$ cat config.mk
export PLATFORM = sky130hd
export DESIGN_NAME = dmem_arbiter
export DESIGN_NICKNAME = d
export VERILOG_FILES = /design/src/rtl/dmem_arbiter_pkg.sv /design/src/rtl/dmem_arbiter_rr_arb2.sv /design/src/rtl/dmem_arbiter.sv
export SDC_FILE = /design/constraint.sdc
export NUM_CORES = 1
export LEC_CHECK = 0
export CAP_MARGIN = 0
export CELL_PAD_IN_SITES_DETAIL_PLACEMENT = 0
export CELL_PAD_IN_SITES_GLOBAL_PLACEMENT = 1
export CORE_AREA = 2 2 115 117
export CTS_CLUSTER_SIZE = 24
export DETAILED_ROUTE_END_ITERATION = 6
export DIE_AREA = 0 0 117 119
export DONT_BUFFER_PORTS = 1
export PLACE_DENSITY_LB_ADDON = 0.08
export SYNTH_ARGS = -nofsm -noshare
export SYNTH_HDL_FRONTEND = slang
export SYNTH_SLANG_ARGS = --single-unit
$ cat constraint.sdc
create_clock -name clk -period 4.6 [get_ports clk]
set_input_delay 1.15 -clock clk [delete_from_list [all_inputs] [get_ports clk]]
set_output_delay 1.15 -clock clk [all_outputs]
set_load 0.02 [all_outputs]
$ cat src/rtl/dmem_arbiter_pkg.sv
// rtl/dmem_arbiter_pkg.sv - shared types and defaults for the data-memory arbiter
package dmem_arbiter_pkg;

  localparam int DMEM_DEPTH_DEFAULT = 101;

  typedef enum logic {
    PORT_M0 = 1'b0,
    PORT_M1 = 1'b1
  } port_e;

  typedef struct packed {
    logic  valid;
    port_e port;
    logic  err;
  } rsp_tag_t;

endpackage

$ cat src/rtl/dmem_arbiter_rr_arb2.sv
// rtl/dmem_arbiter_rr_arb2.sv - 2-way round-robin grant with last-granted register
module rr_arb2
  import dmem_arbiter_pkg::*;
(
  input  logic       clk,
  input  logic       rst_n,
  input  logic [1:0] req,
  output logic [1:0] gnt
);

  port_e last_q;

  // Port 0 wins when alone, or on contention when port 1 was served last.
  assign gnt[0] = req[0] & (~req[1] | (last_q == PORT_M1));
  assign gnt[1] = req[1] & ~gnt[0];

  always_ff @(posedge clk or negedge rst_n) begin
    if (!rst_n) begin
      last_q <= PORT_M1;
    end else if (gnt[0]) begin
      last_q <= PORT_M0;
    end else if (gnt[1]) begin
      last_q <= PORT_M1;
    end
  end

endmodule

$ cat src/rtl/dmem_arbiter.sv
// rtl/dmem_arbiter.sv - two-port data-memory arbiter with tagged latency-1 responses
// Optional out-of-range checking enabled by DMEM_ARB_RANGE_CHECK_EN.
module dmem_arbiter
  import dmem_arbiter_pkg::*;
#(
  parameter int DEPTH = DMEM_DEPTH_DEFAULT,
  parameter int AW    = 32,
  parameter int DW    = 32
) (
  input  logic          clk,
  input  logic          rst_n,
  input  logic          m0_req,
  input  logic          m0_we,
  input  logic [AW-1:0] m0_addr,
  input  logic [DW-1:0] m0_wdata,
  output logic          m0_gnt,
  output logic          m0_rvalid,
  output logic [DW-1:0] m0_rdata,
  output logic          m0_err,
  input  logic          m1_req,
  input  logic          m1_we,
  input  logic [AW-1:0] m1_addr,
  input  logic [DW-1:0] m1_wdata,
  output logic          m1_gnt,
  output logic          m1_rvalid,
  output logic [DW-1:0] m1_rdata,
  output logic          m1_err,
  output logic [AW-1:0] mem_addr,
  output logic [DW-1:0] mem_wdata,
  output logic          mem_we,
  input  logic [DW-1:0] mem_rdata
);

  logic [1:0]    req;
  logic [1:0]    gnt;
  logic          any_gnt;
  logic          win_we;
  logic [AW-1:0] win_addr;
  logic [DW-1:0] win_wdata;
  logic          oor;
  logic [AW-1:0] mem_addr_q;
  logic [DW-1:0] mem_wdata_q;
  rsp_tag_t      tag_q;

  // Requests are masked during reset so no grant can leak out combinationally.
  assign req = {m1_req, m0_req} & {2{rst_n}};

  rr_arb2 u_rr_arb2 (
    .clk   (clk),
    .rst_n (rst_n),
    .req   (req),
    .gnt   (gnt)
  );

  assign m0_gnt    = gnt[0];
  assign m1_gnt    = gnt[1];
  assign any_gnt   = |gnt;
  assign win_we    = gnt[1] ? m1_we    : m0_we;
  assign win_addr  = gnt[1] ? m1_addr  : m0_addr;
  assign win_wdata = gnt[1] ? m1_wdata : m0_wdata;

`ifdef DMEM_ARB_RANGE_CHECK_EN
  assign oor = any_gnt & (win_addr >= AW'(DEPTH));
`else
  localparam int unused_depth = DEPTH;
  assign oor = 1'b0;
`endif

  assign mem_we    = any_gnt & win_we & ~oor;
  assign mem_addr  = any_gnt ? win_addr  : mem_addr_q;
  assign mem_wdata = any_gnt ? win_wdata : mem_wdata_q;

  always_ff @(posedge clk or negedge rst_n) begin
    if (!rst_n) begin
      mem_addr_q  <= '0;
      mem_wdata_q <= '0;
      tag_q       <= '0;
    end else begin
      if (any_gnt) begin
        mem_addr_q  <= win_addr;
        mem_wdata_q <= win_wdata;
      end
      tag_q.valid <= any_gnt;
      tag_q.port  <= gnt[1] ? PORT_M1 : PORT_M0;
      tag_q.err   <= oor;
    end
  end

  assign m0_rvalid = tag_q.valid & (tag_q.port == PORT_M0);
  assign m1_rvalid = tag_q.valid & (tag_q.port == PORT_M1);
  assign m0_rdata  = (m0_rvalid & ~tag_q.err) ? mem_rdata : '0;
  assign m1_rdata  = (m1_rvalid & ~tag_q.err) ? mem_rdata : '0;

`ifdef DMEM_ARB_RANGE_CHECK_EN
  assign m0_err = m0_rvalid & tag_q.err;
  assign m1_err = m1_rvalid & tag_q.err;
`else
  assign m0_err = 1'b0;
  assign m1_err = 1'b0;
`endif

endmodule

* Word-level counts from Yosys, hierarchy flattened
Index checks and enable logic that the tools add are counted.
Storage, ports and cells: bits in writable memories 0, bits in registers 67, bits in latches 0, memories 0, bits in read-only memories 0
Operators by class: magnitude comparators 0, shift operators 0, mux-type cells 10, multipliers 0, eq/ne operators 0, div/mod/pow operators 0, bitwise logic cells 10, add/sub/neg operators 0, reduce and logical (&&, ||, !) cells 2
Operators by type and width (count):
- 32-bit 2-to-1 mux | 6
- 1-bit AND | 5
- 1-bit 2-to-1 mux | 4
- 1-bit inverter | 3
- 2-bit AND | 1
- 2-bit nonzero test | 1
- 2-bit OR reduction | 1
- 1-bit OR | 1

* Logic depth before layout (Yosys ltp)
Gate-level depths: netlist of run 1.
depth after elaboration 8, gate-level depth with buffers 5, mapped depth without buffers 3

* Cells and area by module
From an unflattened synthesis of run 1, not the netlist that was laid out.
Second synthesis, totals: cells, all modules 407, area, all modules 3676.0 um^2
Modules (own cells, without submodules):
- dmem_arbiter | cells each 401, area an instance 3622.2 um^2, seq. area each 1651.6 um^2, instances 1
- rr_arb2 | cells each 6, area an instance 53.8 um^2, seq. area each 26.3 um^2, instances 1

* Least setup slack after synthesis of run 1
OpenSTA, ideal clock, no wires.
path kind input to output, start in m0_req, end out mem_we, data arrival time 2096 ps, stages 3, path slack 1354 ps, path buffers 0, path through and2_1 > or3b_2 > a21oi_1
Between the ends: word-level cells in the longest chain between the ends 6, elaborated cells between the ends (all ways) 7, classes of those cells 1 x mux; 5 x bitwise; 1 x reduce/logical
Ends and longest elaborated chain:
- start, declared | line dmem_arbiter.sv:12 | input logic m0_req,
- 2-bit AND (*) | line dmem_arbiter.sv:46 | assign req = {m1_req, m0_req} & {2{rst_n}};
- 1-bit AND (*) | line dmem_arbiter_rr_arb2.sv:14 | assign gnt[0] = req[0] & (~req[1] | (last_q == PORT_M1));
- 1-bit inverter | line dmem_arbiter_rr_arb2.sv:15 | assign gnt[1] = req[1] & ~gnt[0];
- 1-bit AND | line dmem_arbiter_rr_arb2.sv:15
- 2-bit OR reduction or 1-bit 2-to-1 mux (tied branches) | line dmem_arbiter.sv:57, dmem_arbiter.sv:58
- 1-bit AND (*) | line dmem_arbiter.sv:69 | assign mem_we = any_gnt & win_we & ~oor;
- end, declared | line dmem_arbiter.sv:30 | output logic mem_we,
Mark *: on every way between the ends. The rest lies on a longest branch, timed or not.

* Worst setup path in the final report of run 1
start reg tag_q[2] (netlist bit), end out m0_rdata[0]
Between the ends: word-level cells in the longest chain between the ends 2
Ends and longest elaborated chain:
- start, declared | line dmem_arbiter.sv:43 | rsp_tag_t tag_q;
- 1-bit AND | line dmem_arbiter.sv:89 | assign m0_rvalid = tag_q.valid & (tag_q.port == PORT_M0);
- via m0_rvalid | line dmem_arbiter.sv:17 | output logic m0_rvalid,
- 32-bit 2-to-1 mux | line dmem_arbiter.sv:91 | assign m0_rdata = (m0_rvalid & ~tag_q.err) ? mem_rdata : '0;
- end, declared | line dmem_arbiter.sv:18 | output logic [DW-1:0] m0_rdata,
The timed path passes the listed nets, and every way through them passes these cells.

==> impl_metrics.py, run 1 <==
metrics = {
    "routing": {
        "drt-pass1-iter-count": 4,
        "first_iter_violations": 102,
        "wl_per_cell_um": 22.7,
        "vias_per_cell": 5.31,
        "postRouteAntennaNets": 0,
        "drt-total-wl_um": 10700,
        "via_count": 2510,
        "drc_errors": 0,
    },
    "worst_setup_path": {
        "critPathCaptureType": "primary output",
        "crit_required_ps": 3450,
        "cp-start-kind": "flip-flop",
        "criticalPathCategory": "reg2out",
        "arrival_ps": 2560,
        "cp_max_fo": 34,
    },
    "cts": {
        "cts_root_buf": "clkbuf_16",
        "clockBufferDepth": 2,
        "cts_tree": "built",
        "ctsHtreeMaxLevel": 3,
        "cts_buffers": 9,
        "clock_latency_ps": 330,
        "post-cts-setup-buffers": 0,
        "cts_resized": 0,
        "clkTransAtPathRegs_ps": 50,
        "hold_buffers": 0,
        "clock_sinks": 67,
    },
    "cells_and_area": {
        "n_antenna_cell": 0,
        "stdcell_count": 473,
        "layout-drive-gt1-share": 0.0875,
        "area_growth_syn_to_layout_pct": 11.2,
        "nets": 458,
        "design_area_um2": 3800,
        "utilization": 0.295,
    },
    "min_path": {
        "holdCritPathClass": "in2async",
    },
    "placement": {
        "gp_congestion": 0.733,
        "port-buffer-count": 0,
        "pre_cts_slack_ps": 1020,
        "place_inst": 457,
        "hpwl_um": 7670,
        "dpl_cell_area_um2": 3500,
    },
    "synthesis": {
        "synthTopCellsByArea": "dfrtp_1, a221o_1, and2_1, and3_1, buf_6",
        "netlist.area_leader.share": 0.483,
        "synth_area_um2": 3420,
        "ys_seq_area_frac": 0.491,
        "yosysUniqueCellTypes": 21,
        "yosysWarnings": 0,
        "synth.ff_latch_count": 67,
        "synth_top_area_cell": "dfrtp_1",
        "syn_inst": 306,
        "avgSynthCellArea_um2": 11.2,
    },
    "die": {
        "initial_core_util": 0.266,
        "die-area_um2": 13900,
        "rows": 42,
        "io_pins": 301,
        "core_um2": 12900,
        "die_h_um": 119,
        "die_w_um": 117,
    },
    "power": {
        "power_density_nw_per_um2": 474,
        "leakagePower_nw": 1.70,
        "irDropWorstVdd_v": 0.000212,
        "finalPower_mw": 1.80,
    },
    "grt": {
        "track_usage": 0.147,
        "antenna_found_initial": 0,
        "grt_remaining_overflow": 0,
        "grt_max_degree": 71,
        "grt_pass1_wl_um": 15000,
        "grt_pass1_vias": 2428,
    },
    "timing": {
        "worstMarginPinSlew_ps": 1080,
        "hold_violations": 0,
        "skew_ps": 6.86,
        "fmax_mhz": 269,
        "fin_crit_ps": 3710,
        "rsz0062_at_grt": "false",
        "fin_ws_ps": 889,
        "setup_violations": 0,
        "fin_setup_tns_ps": 0,
        "hold_slack_ps": 513,
        "slew_violations": 0,
        "max_slew_margin": 0.278,
        "period_share": 0.807,
    },
    "outcome": {
        "status": "finished clean",
    },
    "job": {
        "max_cap_violations": 0,
    },
}
-- final cells by class --
type                            instances  area, um2
Inverter                                2       7.51
Clock buffer                           13        260
Multi-Input combinational cell        206       1550
Tap cell                              176        220
Fill cell                            1325       9070
Sequential cell                        67       1680
Timing Repair Buffer                    6       45.0
Clock inverter                          3       46.3
-- final timing paths --
kind                                       start                to  slack [ps]  cells after the start
worst max-delay path                    tag_q[2]       m0_rdata[0]         890                      2
worst min-delay path                       rst_n   mem_wdata_q[22]         510                      0
worst max register to register  u_rr_arb2.last_q   mem_wdata_q[26]        2870                      4
worst min register to register  u_rr_arb2.last_q  u_rr_arb2.last_q         560                      2
max in group asynchronous                  rst_n  u_rr_arb2.last_q        3890                      0
min in group clk                u_rr_arb2.last_q  u_rr_arb2.last_q         560                      2
-- sequential cells by signal (all words and copies together), names as in the netlist --
register	cells
mem_wdata_q	32
mem_addr_q	32
u_rr_arb2.last_q	1
tag_q	2
-- Yosys cell counts --
master,instances
a21oi_1,2
a21oi_2,1
a221o_1,64
and2_0,14
and2_1,84
and3_1,32
buf_1,1
buf_2,8
buf_4,3
buf_6,10
clkbuf_1,10
conb_1,1
dfrtp_1,66
dfstp_2,1
inv_1,2
nand2_1,2
nor2_1,1
nor2b_1,1
o21ai_0,1
o21ai_2,1
or3b_2,1
-- critical path, cell delays in order (launching register included) --
cell and delay, ps:
dfrtp_1 850, nor2b_2 990, and2_1 370
-- power by group --
part           internal [mW]  switching [mW]
sequential             0.676          0.0236
clock                  0.451           0.256
combinational          0.118           0.278
total                   1.24           0.558
-- cells by family (layout without fill, tap and decap cells) --
kind of cell | count (synthesis) | after routing | synth area share
compound gates | 69 | 69 | 0.197
flops | 67 | 67 | 0.491
buf+inv | 34 | 24 | 0.0655
simple gates | 135 | 135 | 0.246
other cells | 1 | 2 | 0.00110
-- routing by layer --
metal  up-vias  global-route usage  part of all wire
li1       1096                   -                 -
met1      1214               0.184              0.41
met2       183               0.231              0.48
met3        17              0.0443             0.087
met4         0              0.0676             0.019
met5         -                   0                 0
-- cell usage in the layout (no fill, tap or decap) --
master / count
and3_1: 32
o21ai_0: 1
a21oi_4: 1
nor2b_2: 1
clkinvlp_4: 1
a21oi_1: 2
dfrtp_1: 66
or3b_2: 1
bufinv_16: 1
nor2_4: 1
and2_1: 84
dfstp_2: 1
clkbuf_16: 9
and2_0: 14
clkinv_4: 1
o21ai_4: 1
conb_1: 2
clkbuf_1: 2
clkbuf_8: 2
a221o_1: 64
nand2_1: 2
inv_1: 2
buf_4: 6
No activity file was read; power rests on OpenSTA's default activity.
==> run 2: changes to the inputs <==
Clock period 4.6 ns to 3.6 ns, I/O delays scaled along.
==> run 2 against run 1 <==
Net effect: clock-buffer cell count fell by 1; sequential power increased by 27%; total power up 26%; global-route usage hardly changed; sequential share of layout area down 0.12 points; first-iteration DRC count grew 7.8%; register-to-register slack worse by 1000 ps; non-clock buffer count increased by 1; clock skew is 1.2 ps higher; largest power group is now sequential cells; highest routed layer is now met5.
==> impl_metrics.py, run 2 (synthesis results as in run 1) <==
metrics = {
    "worst_setup_path": {
        "r2r_end": "mem_wdata_q[28]",
        "endpoint": "m0_rdata[0]",
        "worstRegToRegCells": 4,
        "critPathLaunch": "tag_q[1]",
        "critPathCaptureType": "primary output",
        "ff2ff_setup_slack_ps": 1840,
        "criticalPathCategory": "reg2out",
        "crit_required_ps": 2700,
        "cp-start-kind": "flip-flop",
        "reg2reg_from": "u_rr_arb2.last_q",
        "cp_max_fo": 34,
        "arrival_ps": 2300,
    },
    "cells_and_area": {
        "layout_commonest_cell": "and2_1",
        "layout-drive-gt1-share": 0.0906,
        "stdcell_count": 474,
        "top_regs": "mem_addr_q: 32 flops, mem_wdata_q: 32 flops, tag_q: 2 flops",
        "layout_common_cells": "and2_1, dfrtp_1, a221o_1, and3_1, and2_0",
        "n_antenna_cell": 0,
        "nets": 459,
        "area_growth_syn_to_layout_pct": 11.5,
    },
    "timing": {
        "max_slew_margin": 0.375,
        "worstMarginPinSlew_ps": 933,
        "skew_ps": 8.09,
        "fin_ws_ps": 402,
        "rsz0062_at_grt": "false",
        "period_share": 0.888,
        "slew_violations": 0,
        "fmax_mhz": 313,
        "fin_crit_ps": 3200,
        "hold_violations": 0,
        "fin_setup_tns_ps": 0,
        "setup_violations": 0,
    },
    "die": {
        "io_pins": 301,
        "die_w_um": 117,
        "initial_core_util": 0.266,
        "rows": 42,
        "die_h_um": 119,
        "core_um2": 12900,
        "die-area_um2": 13900,
    },
    "cts": {
        "cts_resized": 0,
        "ctsHtreeMaxLevel": 3,
        "hold_buffers": 0,
        "post-cts-setup-buffers": 0,
        "cts_root_buf": "clkbuf_16",
        "clockBufferDepth": 2,
        "cts_tree": "built",
        "clock_sinks": 67,
        "clkTransAtPathRegs_ps": 60,
        "clock_latency_ps": 330,
        "cts_buffers": 9,
    },
    "routing": {
        "drt-total-wl_um": 10700,
        "wl_per_cell_um": 22.5,
        "drc_errors": 0,
        "vias_per_cell": 5.26,
        "postRouteAntennaNets": 0,
        "first_iter_violations": 110,
        "drt-pass1-iter-count": 4,
        "via_count": 2494,
    },
    "grt": {
        "grt_max_degree": 71,
        "track_usage": 0.148,
        "grt_remaining_overflow": 0,
        "antenna_found_initial": 2,
        "grt_pass1_wl_um": 14800,
        "grt_pass1_vias": 2440,
    },
    "job": {
        "max_cap_violations": 0,
    },
    "power": {
        "power_density_nw_per_um2": 595,
        "clock_power_share": 0.382,
        "irDropWorstVdd_v": 0.000431,
        "internal_power_mw": 1.57,
        "switching_share": 0.307,
        "leakagePower_nw": 1.70,
        "p_sw_mw": 0.696,
        "seqPwrFrac": 0.392,
        "comb_power_share": 0.225,
    },
    "placement": {
        "port-buffer-count": 0,
        "hpwl_um": 7640,
        "pre_cts_slack_ps": 688,
        "gp_congestion": 0.684,
        "place_inst": 458,
    },
    "outcome": {
        "status": "finished clean",
    },
    "min_path": {
        "holdCritPathClass": "in2async",
    },
}
==> run 2: changes by cell type in the layout (fill, tap and decap cells not counted) <==
cell	previous run	this run
clkinv_2	0	1
buf_12	0	1
clkinvlp_4	1	2
clkbuf_8	2	1
clkinv_4	1	0
==> run 2: through the flow <==
step / power, mW / cell area, um2 / util / hold slack (ps)
2_1_floorplan: 1.35 / 3420 / - / 482
3_3_place_gp: 1.42 / 3520 / 0.273 / 549
3_5_place_dp: 1.42 / 3520 / 0.273 / 545
4_1_cts: 2.31 / 3810 / 0.296 / 238
5_1_grt: 2.39 / 3810 / 0.296 / 236
6_report: 2.27 / 3810 / 0.296 / 261
==> run 2: critical path, cell delays in order (launching register included) <==
cell and delay, ps:
dfrtp_1 700, nor2b_2 870, and2_1 380
==> run 2: layer usage <==
| metal | GRT usage | routed length (um) |
|---|---|---|
| met3 | 0.0590 | 1190 |
| met2 | 0.247 | 5300 |
| met1 | 0.167 | 4000 |
| met5 | 0 | 33 |
| met4 | 0.0574 | 125 |
==> run 2: final cells by class <==
type / count / area, um2
clock buffers: 12 / 246
clock inverters: 4 / 50.0
fillers: 1333 / 9060
inverters: 2 / 7.51
multi-input cells: 206 / 1550
flip-flops and latches: 67 / 1680
well taps: 176 / 220
repair buffers: 7 / 65.1
==> run 2: worst min-delay path by stage <==
stage	end	slack, ps	start	cells after the start
final	mem_wdata_q[6]	260	rst_n	0
after global routing	mem_wdata_q[6]	240	rst_n	0
after CTS	tag_q[1]	240	rst_n	0
after detailed placement	u_rr_arb2.last_q	540	u_rr_arb2.last_q	2
after global placement	u_rr_arb2.last_q	550	u_rr_arb2.last_q	2
after floorplan	u_rr_arb2.last_q	480	u_rr_arb2.last_q	2
==> run 2: power groups by stage <==
| stage | Combinational (mW) | Clock [mW] | Sequential (mW) |
|---|---|---|---|
| finish | 0.511 | 0.866 | 0.889 |
| global route | 0.551 | 0.935 | 0.903 |
| CTS | 0.518 | 0.906 | 0.890 |
| detailed placement | 0.515 | 0 | 0.901 |
| global placement | 0.522 | 0 | 0.901 |
| floorplan | 0.458 | 0 | 0.891 |
